--- src/rtl/memory_cycle_pkg.sv ---
// Shared types and constants for the memory stage: FSM state encoding and load funct3 codes.
// Latency: n/a (declarations only).
// Backpressure: n/a.
package memory_cycle_pkg;

    // Memory-handshake FSM states
    typedef enum logic [1:0] {
        IDLE = 2'd0,
        BUSY = 2'd1,
        GAP  = 2'd2
    } mem_state_e;

    // Load funct3 codes carried in ALUSelect[2:0]
    localparam logic [2:0] LB  = 3'b000;
    localparam logic [2:0] LH  = 3'b001;
    localparam logic [2:0] LW  = 3'b010;
    localparam logic [2:0] LBU = 3'b100;
    localparam logic [2:0] LHU = 3'b101;

endpackage

--- src/rtl/memory_cycle_load_converter.sv ---
// Load data extension: sign/zero-extends the low byte/half of the raw memory word by funct3.
// Latency: combinational.
// Backpressure: none, pure function of its inputs.
module LoadConverter
    import memory_cycle_pkg::*;
#(
    parameter int XLEN = 32
) (
    input  logic [XLEN-1:0] rawData,
    input  logic [2:0]      aluSelect,
    output logic [XLEN-1:0] outputData
);

    // Pick the lane width and extension mode; data always comes from the low lanes
    always_comb begin
        outputData = rawData;
        case (aluSelect)
            LB:      outputData = {{(XLEN-8){rawData[7]}}, rawData[7:0]};
            LH:      outputData = {{(XLEN-16){rawData[15]}}, rawData[15:0]};
            LW:      outputData = rawData;
            LBU:     outputData = {{(XLEN-8){1'b0}}, rawData[7:0]};
            LHU:     outputData = {{(XLEN-16){1'b0}}, rawData[15:0]};
            default: outputData = rawData;
        endcase
    end

endmodule

--- src/rtl/memory_cycle.sv ---
// Memory pipeline stage: EX/MEM register, data-memory handshake FSM, load extension, MEM/WB register.
// Latency: one cycle EX/MEM capture, plus memory wait cycles, plus one cycle into MEM/WB.
// Backpressure: StallM holds upstream while a request is outstanding or during the post-access gap.
module memory_cycle
    import memory_cycle_pkg::*;
#(
    parameter int XLEN = 32
) (
    input  logic            clk,
    input  logic            reset,
    input  logic [XLEN-1:0] ALUOutM,
    input  logic [XLEN-1:0] PCPlusImmM,
    input  logic [XLEN-1:0] StoreCounterOutM,
    input  logic [5:0]      ALUSelectM,
    input  logic [4:0]      WriteAddressM,
    input  logic            JtypeM,
    input  logic            RegWriteM,
    input  logic            MemReadM,
    input  logic            MemWriteM,
    input  logic            BranchM,
    output logic            mem_read,
    output logic            mem_write,
    output logic [XLEN-1:0] mem_addr,
    output logic [XLEN-1:0] mem_writedata,
    input  logic [XLEN-1:0] mem_readdata,
    input  logic            mem_busywait,
    output logic            StallM,
    output logic [XLEN-1:0] ALUOutfromM,
    output logic [4:0]      RdM2FU,
    output logic            RegWriteM2FU,
    output logic [XLEN-1:0] PCPlusImmW,
    output logic [XLEN-1:0] ALUOutW,
    output logic [XLEN-1:0] ReadDataW,
    output logic [4:0]      WriteAddressW,
    output logic            RegWriteW,
    output logic            MemReadW,
    output logic            JtypeW,
    output logic            BranchW
);

    // EX/MEM register contents
    logic [XLEN-1:0] aluout_q, pcimm_q, store_q;
    logic [5:0]      alusel_q;
    logic [4:0]      rd_q;
    logic            jtype_q, regwrite_q, memread_q, memwrite_q, branch_q;

    // MEM/WB register contents
    logic [XLEN-1:0] pcimm_w_q, aluout_w_q, rdata_w_q;
    logic [4:0]      rd_w_q;
    logic            regwrite_w_q, memread_w_q, jtype_w_q, branch_w_q;

    mem_state_e      state_q;

    logic            mem_op;
    logic            req;
    logic            done;
    logic            next_is_mem;
    logic [XLEN-1:0] load_data_d;
    logic            unused_sel;

    // Only funct3 drives extension; the upper select bits ride along in EX/MEM unused here
    assign unused_sel = ^alusel_q[5:3];

    LoadConverter #(.XLEN(XLEN)) u_load_conv (
        .rawData    (mem_readdata),
        .aluSelect  (alusel_q[2:0]),
        .outputData (load_data_d)
    );

    // Request strobes, completion and stall; the gap cycle suppresses the request but keeps stalling
    always_comb begin
        mem_op      = memread_q | memwrite_q;
        mem_read    = memread_q  & (state_q != GAP);
        mem_write   = memwrite_q & (state_q != GAP);
        req         = mem_read | mem_write;
        done        = req & ~mem_busywait;
        StallM      = mem_op & ~done;
        next_is_mem = MemReadM | MemWriteM;
    end

    assign mem_addr      = aluout_q;
    assign mem_writedata = store_q;
    assign ALUOutfromM   = aluout_q;
    assign RdM2FU        = rd_q;
    assign RegWriteM2FU  = regwrite_q;

    assign PCPlusImmW    = pcimm_w_q;
    assign ALUOutW       = aluout_w_q;
    assign ReadDataW     = rdata_w_q;
    assign WriteAddressW = rd_w_q;
    assign RegWriteW     = regwrite_w_q;
    assign MemReadW      = memread_w_q;
    assign JtypeW        = jtype_w_q;
    assign BranchW       = branch_w_q;

    // EX/MEM register: capture the execute-stage bundle unless the stage is stalled
    always_ff @(posedge clk) begin
        if (!reset) begin
            aluout_q   <= '0;
            pcimm_q    <= '0;
            store_q    <= '0;
            alusel_q   <= '0;
            rd_q       <= '0;
            jtype_q    <= 1'b0;
            regwrite_q <= 1'b0;
            memread_q  <= 1'b0;
            memwrite_q <= 1'b0;
            branch_q   <= 1'b0;
        end else if (!StallM) begin
            aluout_q   <= ALUOutM;
            pcimm_q    <= PCPlusImmM;
            store_q    <= StoreCounterOutM;
            alusel_q   <= ALUSelectM;
            rd_q       <= WriteAddressM;
            jtype_q    <= JtypeM;
            regwrite_q <= RegWriteM;
            memread_q  <= MemReadM;
            memwrite_q <= MemWriteM;
            branch_q   <= BranchM;
        end
    end

    // Handshake FSM: wait out busywait, then insert one request-low cycle before a following access
    always_ff @(posedge clk) begin
        if (!reset) begin
            state_q <= IDLE;
        end else begin
            case (state_q)
                IDLE: begin
                    if (req && mem_busywait) begin
                        state_q <= BUSY;
                    end else if (done) begin
                        state_q <= next_is_mem ? GAP : IDLE;
                    end
                end
                BUSY: begin
                    if (done) begin
                        state_q <= next_is_mem ? GAP : IDLE;
                    end else if (!req) begin
                        state_q <= IDLE;
                    end
                end
                GAP:     state_q <= IDLE;
                default: state_q <= IDLE;
            endcase
        end
    end

    // MEM/WB register: advance on completion or non-memory ops, otherwise inject a bubble
    always_ff @(posedge clk) begin
        if (!reset) begin
            pcimm_w_q    <= '0;
            aluout_w_q   <= '0;
            rdata_w_q    <= '0;
            rd_w_q       <= '0;
            regwrite_w_q <= 1'b0;
            memread_w_q  <= 1'b0;
            jtype_w_q    <= 1'b0;
            branch_w_q   <= 1'b0;
        end else if (StallM) begin
            regwrite_w_q <= 1'b0;
            memread_w_q  <= 1'b0;
            jtype_w_q    <= 1'b0;
            branch_w_q   <= 1'b0;
        end else begin
            pcimm_w_q    <= pcimm_q;
            aluout_w_q   <= aluout_q;
            rdata_w_q    <= load_data_d;
            rd_w_q       <= rd_q;
            regwrite_w_q <= regwrite_q;
            memread_w_q  <= memread_q;
            jtype_w_q    <= jtype_q;
            branch_w_q   <= branch_q;
        end
    end

endmodule

--- config.mk ---
export PLATFORM = sky130hd
export DESIGN_NAME = memory_cycle
export DESIGN_NICKNAME = d
export VERILOG_FILES = /design/src/rtl/memory_cycle_pkg.sv /design/src/rtl/memory_cycle_load_converter.sv /design/src/rtl/memory_cycle.sv
export SDC_FILE = /design/constraint.sdc
export NUM_CORES = 1
export LEC_CHECK = 0
export ABC_AREA = 1
export CAP_MARGIN = 20
export CORE_ASPECT_RATIO = 1.1
export CORE_MARGIN = 1
export CORE_UTILIZATION = 30
export CTS_BUF_LIST = sky130_fd_sc_hd__clkbuf_8
export DETAILED_ROUTE_END_ITERATION = 12
export PLACE_DENSITY = 0.66
export SLEW_MARGIN = 20
export SYNTH_ARGS = -nofsm -noshare
export SYNTH_HDL_FRONTEND = slang
export SYNTH_SLANG_ARGS = --single-unit
--- constraint.sdc ---
create_clock -name clk -period 2.3 [get_ports clk]
set_input_delay 0.69 -clock clk [delete_from_list [all_inputs] [get_ports clk]]
set_output_delay 0.69 -clock clk [all_outputs]
set_load 0.05 [all_outputs]
==> results of run 1 <==
## registers in the layout (all words and copies together), names as in the netlist
name           cells
ALUOutW           32
ALUOutfromM       32
PCPlusImmW        32
ReadDataW         32
mem_writedata     32
pcimm_q           32
RdM2FU             5
WriteAddressW      5
alusel_q           3
state_q            2
BranchW            1
JtypeW             1
MemReadW           1
RegWriteM2FU       1
RegWriteW          1
branch_q           1
jtype_q            1
memread_q          1
memwrite_q         1
## layer usage
metal | global-route usage [%] | share of wire (%) | wire length (um) | vias up
li1 | - | - | - | 3953
met1 | 18.7 | 41 | 10100 | 3518
met2 | 28.2 | 48 | 12000 | 287
met3 | 6.15 | 9.1 | 2270 | 44
met4 | 5.84 | 2.6 | 640 | 0
met5 | 0 | 0 | 0 | -
## cell families (layout without fill, tap and decap cells)
family | after synthesis | after routing
buffers and inverters | 118 | 457
AOI/OAI and AO/OA | 189 | 189
and+or+nand+nor | 533 | 533
DFF | 216 | 216
## what timing repair did
| item | in CTS | in global routing |
|---|---|---|
| setup buffers | 0 | 0 |
| gates resized for setup | 191 | 2 |
| endpoints found under the setup margin | 191 | 1 |
| cloned | 0 | 0 |
| pin swaps | 0 | 0 |
| hold endpoints to repair | 0 | 0 |
## report_power, final
part	internal (mW)	switching (mW)	total, mW
Clock	1.67	1.53	3.20
Combinational	0.997	2.09	3.09
Sequential	4.12	0.209	4.32
Total	6.78	3.84	10.6
## layout make-up
type                            instances  share of cell area (%)
Sequential cell                       216                    34.1
Timing Repair Buffer                  381                    28.8
Multi-Input combinational cell        722                    27.8
Clock buffer                           42                    4.55
Tap cell                              363                    3.58
Clock inverter                         21                   0.739
Inverter                               13                   0.444
## per-stage QoR
stage               cells  instance area, um^2
floorplan            1056                 8560
global route         1758                12700
detailed placement   1695                12300
global placement     1695                12300
finish               1758                12700
CTS                  1758                12700
## how the worst max path moves through the flow
stage / start / endpoint / cells past startpoint
finish: ALUOutfromM[16] / mem_addr[16] / 1
global route: ALUOutfromM[16] / ALUOutfromM[16] / 1
CTS: mem_busywait / StallM / 6
detailed placement: mem_busywait / StallM / 6
global placement: mem_busywait / StallM / 6
floorplan: memwrite_q / mem_write / 1
## cells in the final DEF, fill, tap and decap left out, drive strengths merged, types with 9 or more instances in the layout
cell	count
buf	47
clkbuf	42
clkdlybuf4s50	142
dfxtp	216
dlygate4sd2	191
inv	30
nand2	82
nand3	9
nand3b	17
nor2	423
o21bai	185
==> summary.md, run 1 <==
| Metric | Value |
|---|---|
| Run status | `complete, no violations` |
| Placeable core region | `0.0279 mm^2` |
| Final sum of negative setup slack | `0 ns` |
| Clk Latency, worst-skew pair | `0.51 ns` |
| Antenna violations before repair | `0` |
| Overall fraction of global-route tracks in use | `16.5%` |
| Worst Setup Start Kind | `flop` |
| Iteration-0 DRC Markers | `396` |
| Simple-gate share of the synthesized area | `24.6%` |
| Maximum number of pins on one net before global-route repair | `70` |
| Die Span X | `163 um` |
| Proportion of netlist area held by the largest area contributor | `50.5%` |
| Top post-synthesis cells by area | `dfxtp_1 51%, nor2_1 18%, o21bai_1 16%` |
| CP max-delay cell | `dlygate4sd2_1` |
| WP data required | `1.61 ns` |
| Final cycle utilization of the critical path | `94.3%` |
| Final setup viols | `0` |
| Startpoint of the tightest hold check path | `mem_busywait` |
| Worst rel slew slack | `63.8%` |
| Fraction of final layout cells with drive strength greater than 1 | `7.46%` |
| Post-synthesis adder-cell area fraction | `0%` |
| Synthesized-area fraction occupied by ao, oa, aoi and oai cells | `16.5%` |
| Classification of the worst setup path | `reg -> out` |
| Number of synthesized register bits | `216` |
| TritonCTS Buffers | `38` |
| List of most frequent post-synthesis cells | `421 x nor2_1, 216 x dfxtp_1, 185 x o21bai_1` |
| Kind of path behind the tightest hold check | `in -> reg` |
| Number of hold buffers added after CTS | `0` |
| Multi-input combinational cell area | `0.00353 mm^2` |
| Gate count after technology mapping | `1056` |
| CTS H-Tree Depth | `2` |
| Largest family of logic cells by synthesized area | `simple AND/OR/NAND/NOR gates` |
| Area growth, synth to finish | `48.3%` |
| XOR/XNOR share of the synthesized area | `0%` |
| Leading area contributor after synthesis | `dfxtp_1` |
| CTS Buffer Depth | `3` |
| Number of nets produced by synthesis | `1203` |
| Delay of the slowest cell on the worst path | `0.55 ns` |
| Count of warnings emitted by yosys | `0` |
| Post-synth cell types | `21` |
| Worst R2R End | `ALUOutfromM[17]` |
| Count of final hold-check violations | `0` |
| Die height | `179 um` |
| Drc violations | `0` |
| Slack of the critical path | `0.130 ns` |
| GPL Wtd Cong | `0.779` |
| Via density | `4.44` |
| Number of I/O pins | `357` |
| PnR Total Power | `10.6 mW` |
| Detailed-route via count | `7802` |
| Critical Path End Type | `primary output` |
| Number of placement rows | `64` |
| Place WS | `0.0113 ns` |
| Worst Hold End | `state_q[1]` |
| Clk_skew | `0.00573 ns` |
| Sequence of cells on the critical path | `dlygate4sd2_1` |
| Register area share after synthesis | `50.5%` |
| Share of async-settable or async-resettable flops after synthesis | `0%` |
| Post-synthesis instance area | `0.00856 mm^2` |
| Data arrival time of the critical path | `1.48 ns` |
| Post-synthesis mux area share | `0%` |
| Drt wl/cell | `14.2 um` |
| Synthesized area per cell | `8.11 um^2` |
| Number of synthesized flops with an enable pin | `0` |
| Final-stage net count | `1519` |
| Vias in the first global route | `7583` |
| Post-DRT Antenna Nets | `0` |
| Minimum clock period | `2.17 ns` |
| Total length of routed wires | `25000 um` |
| Sink count of the clock tree | `216` |
| Global route overflow | `0` |
| Max Slew Vio Count | `0` |
| Top FF cell, synth | `dfxtp_1` |
| Power per unit of standard cell area | `836 mW/mm^2` |
| Clock edge transition at the registers on the reported setup and hold paths | `0.06 ns` |
| Total of max-cap violations | `0` |
| First drt pass iteration count | `4` |
| Final Util | `45.4%` |
| Initial core utilization | `30.6%` |
| Global-route wire length before repair | `38800 um` |
| PortBufs | `353` |
| Static power due to leakage | `6.04 nW` |
| Maximum ir drop on the vdd rail | `0.468 mV` |
| Depth of the worst hold-timing path | `2` |
| Tightest Pin Transition | `0.545 ns` |
| Clock tree from TritonCTS | `done` |
| Smallest hold slack | `0.402 ns` |
| Sequential cell area in the final layout | `0.00432 mm^2` |
| Top Family by Delay on Critical Path | `buffers and inverters` |
| Antenna diode instance count | `0` |
| Count of fill cells added during filler insertion | `2856` |
| Number of cells on the worst reg-to-reg path | `7` |
| Highest fanout seen on the critical path | `4` |
| DPL Wire Length | `17200 um` |
| R2R Path Start | `memwrite_q` |
| Setup repair after global routing missed its margin | `false` |
| Clock root buffer | `clkbuf_8` |
| Dominant cell by count in the synthesized netlist | `nor2_1` |
| Highest Clock Rate | `461 MHz` |
| Sum of buffers and inverters on the critical path | `1` |
| Overall die area | `0.0292 mm^2` |
| Register-to-register setup slack | `0.81 ns` |
No activity file was read; power rests on OpenSTA's default activity.
==> run 2: changes to the inputs <==
--- a/config.mk
+++ b/config.mk
@@ -12,6 +12,7 @@
 export CORE_UTILIZATION = 30
 export CTS_BUF_LIST = sky130_fd_sc_hd__clkbuf_8
 export DETAILED_ROUTE_END_ITERATION = 12
+export GPL_ROUTABILITY_DRIVEN = 1
 export PLACE_DENSITY = 0.66
 export SLEW_MARGIN = 20
 export SYNTH_ARGS = -nofsm -noshare
==> results of run 2 <==
The final DEF is identical to that of run 1; final timing and power are the same.
==> patch (config.mk and constraints of run 1) <==
Reset style: asynchronous (`reset`), changed in 3 clocked blocks.
--- a/src/rtl/memory_cycle.sv
+++ b/src/rtl/memory_cycle.sv
@@ -94,7 +94,7 @@
     assign BranchW       = branch_w_q;
 
     // EX/MEM register: capture the execute-stage bundle unless the stage is stalled
-    always_ff @(posedge clk) begin
+    always_ff @(posedge clk or negedge reset) begin
         if (!reset) begin
             aluout_q   <= '0;
             pcimm_q    <= '0;
@@ -121,7 +121,7 @@
     end
 
     // Handshake FSM: wait out busywait, then insert one request-low cycle before a following access
-    always_ff @(posedge clk) begin
+    always_ff @(posedge clk or negedge reset) begin
         if (!reset) begin
             state_q <= IDLE;
         end else begin
@@ -147,7 +147,7 @@
     end
 
     // MEM/WB register: advance on completion or non-memory ops, otherwise inject a bubble
-    always_ff @(posedge clk) begin
+    always_ff @(posedge clk or negedge reset) begin
         if (!reset) begin
             pcimm_w_q    <= '0;
             aluout_w_q   <= '0;
Function: differs if reset is asserted again (counterexample within 4 cycles, from zero or initial values and one cycle with reset low); with reset held inactive, the same outputs for 4 cycles.
==> patch against run 1 <==
- via count fell by 7.9%
- synthesized cell count is 8.1% lower
- sequential cell count is the same
- cell area rose by 0.59%
- critical path depth grew 5
- setup slack lost 0.096 ns
- synthesized area rose by 1.4%
- wire length down 3.2%
- utilization is essentially flat
- critical path type is now input pin to output pin
- highest routed layer is now met5
Power is not compared: it rests on default switching activity, and its combinational part moved more than twofold at a synthesized area within 25%.
==> patch: results (changes against run 1) <==
{| class="wikitable"
! Metric !! Value
|-
| Overall routing resource usage || 0.163 (was 0.165)
|-
| Vias per cell || 4.27 (was 4.44)
|-
| Number of buffers created by CTS || 40 (was 38)
|-
| Distinct cell type count of the synthesized netlist || 22 (was 21)
|-
| Count of routing violations after the opening detailed-route iteration || 349 (was 396)
|-
| Antenna violations before repair || 3 (was 0)
|-
| Register-to-register setup slack || 0.72 ns (was 0.81 ns)
|-
| List of most frequent post-synthesis cells || 501 x sky130_fd_sc_hd__nand2_1, 216 x sky130_fd_sc_hd__dfrtp_1, 56 x sky130_fd_sc_hd__nor2_1 (was 421 x sky130_fd_sc_hd__nor2_1, 216 x sky130_fd_sc_hd__dfxtp_1, 185 x sky130_fd_sc_hd__o21bai_1)
|-
| Final setup skew || 0.0210 ns (was 0.00573 ns)
|-
| Post-synth top flop || sky130_fd_sc_hd__dfrtp_1 (was sky130_fd_sc_hd__dfxtp_1)
|-
| HP Class || input pin to asynchronous set/reset pin (was input pin to flop)
|-
| Critical Path Slowest Stage Cell || sky130_fd_sc_hd__clkdlybuf4s50_1 (was sky130_fd_sc_hd__dlygate4sd2_1)
|-
| CP Data Arrival Time || 1.58 ns (was 1.48 ns)
|-
| Top cells by area in the synthesized netlist || sky130_fd_sc_hd__dfrtp_1 62%, sky130_fd_sc_hd__nand2_1 22%, sky130_fd_sc_hd__buf_4 3.0%, sky130_fd_sc_hd__o21ai_0 2.5%, sky130_fd_sc_hd__nor2_1 2.4% (was sky130_fd_sc_hd__dfxtp_1 51%, sky130_fd_sc_hd__nor2_1 18%, sky130_fd_sc_hd__o21bai_1 16%, sky130_fd_sc_hd__buf_4 4.1%, sky130_fd_sc_hd__nand2_1 3.5%)
|-
| Number of iterations in the first detailed-routing pass || 5 (was 4)
|-
| Post-layout net count || 1,444 (was 1,519)
|-
| Wire length per cell after detailed routing || 14.4 µm (was 14.2 µm)
|-
| Run status || finished, final reports clean (unchanged)
|-
| Final weighted congestion of routability-driven global placement || 0.757 (was 0.779)
|-
| Maximum net fanout on the critical path || 2 (was 4)
|-
| Filler cell count || 2,799 (was 2,856)
|-
| Layout cells sized above 1 || 0.0842 (was 0.0746)
|-
| Detail Placement HPWL || 16.6 mm (was 17.2 mm)
|-
| Delay of the slowest cell on the worst path || 0.49 ns (was 0.55 ns)
|-
| Wire length of the first global-routing pass || 38.1 mm (was 38.8 mm)
|-
| Post-place instance area || 12,200 µm² (was 12,300 µm²)
|-
| Top cell type's share of synthesized area || 0.623 (was 0.505)
|-
| Seq/Total Area, Yosys || 0.623 (was 0.505)
|}
[patch: what timing repair did]
| action | in CTS | in global routing |
|---|---|---|
| hold endpoints to repair | 0 | 0 |
| endpoints found under the setup margin | 182 | 2 |
| pin swaps | 1 | 0 |
| resized for setup | 183 | 2 |
[patch: kinds of logic after synthesis]
group                  after synthesis  synth area share
buffers and inverters              121            0.0879
flip-flops                         216             0.623
AND/OR/NAND/NOR                    567             0.249
AO/OA/AOI/OAI                       66            0.0407
[patch: metal layers]
layer,share of wire,global-route usage
met2,0.47,0.269
met1,0.40,0.195
met4,0.021,0.0463
met3,0.099,0.0631
met5,0.0013,0
[patch: path summary, 6_finish.rpt]
check                                           endpoint                           from  cells after the start
min in group clk           mem_writedata[27]$_DFFE_PN0N_  mem_writedata[27]$_DFFE_PN0N_                      2
max in group asynchronous      ReadDataW[18]$_DFFE_PN0N_                          reset                      2
hold / removal                    ALUOutW[0]$_DFFE_PN0N_                          reset                      1
hold reg to reg            mem_writedata[27]$_DFFE_PN0N_  mem_writedata[27]$_DFFE_PN0N_                      2
setup / recovery                                  StallM                   mem_busywait                      6
setup reg to reg               ReadDataW[25]$_DFFE_PN0N_          memread_q$_DFFE_PN0N_                      8
[patch: worst register-to-register path: stages, from the launching register on]
cell and delay (ns):
sky130_fd_sc_hd__dfrtp_1 0.39, sky130_fd_sc_hd__nor2_2 0.17, sky130_fd_sc_hd__inv_2 0.08, sky130_fd_sc_hd__nand2_8 0.09
sky130_fd_sc_hd__buf_4 0.16, sky130_fd_sc_hd__buf_12 0.30, sky130_fd_sc_hd__nand2_1 0.11, sky130_fd_sc_hd__nor2_1 0.11
sky130_fd_sc_hd__nor2_1 0.05
[patch: power by group]
group | switching, mW | internal, mW | leakage, nW | total [mW]
registers | 0.825 | 5.32 | 2.63 | 6.14
clock network | 1.56 | 2.00 | 0.432 | 3.56
logic | 7.99 | 2.58 | 3.70 | 10.6
total | 10.4 | 9.89 | 6.76 | 20.3
[patch: per-stage QoR]
stage               instances  total power, mW  worst slack [ns]  hold slack (ns)  utilization
global placement         1618             17.7           -0.0677            0.453        0.435
floorplan                 970             14.0             0.333            0.394            -
CTS                      1682             20.6           0.00344           0.0509        0.454
global route             1682             21.5           0.00436           0.0681        0.454
finish                   1683             20.3            0.0349           0.0724        0.454
detailed placement       1618             17.8           -0.0634            0.458        0.435
[patch: cell type report]
| class | instances | area share |
|---|---|---|
| Timing Repair Buffer | 366 | 0.271 |
| Antenna cell | 1 | 0.000196 |
| Tap cell | 363 | 0.0356 |
| Multi-Input combinational cell | 633 | 0.198 |
| Clock buffer | 45 | 0.0485 |
| Clock inverter | 19 | 0.0107 |
| Inverter | 40 | 0.0122 |
| Sequential cell | 216 | 0.423 |
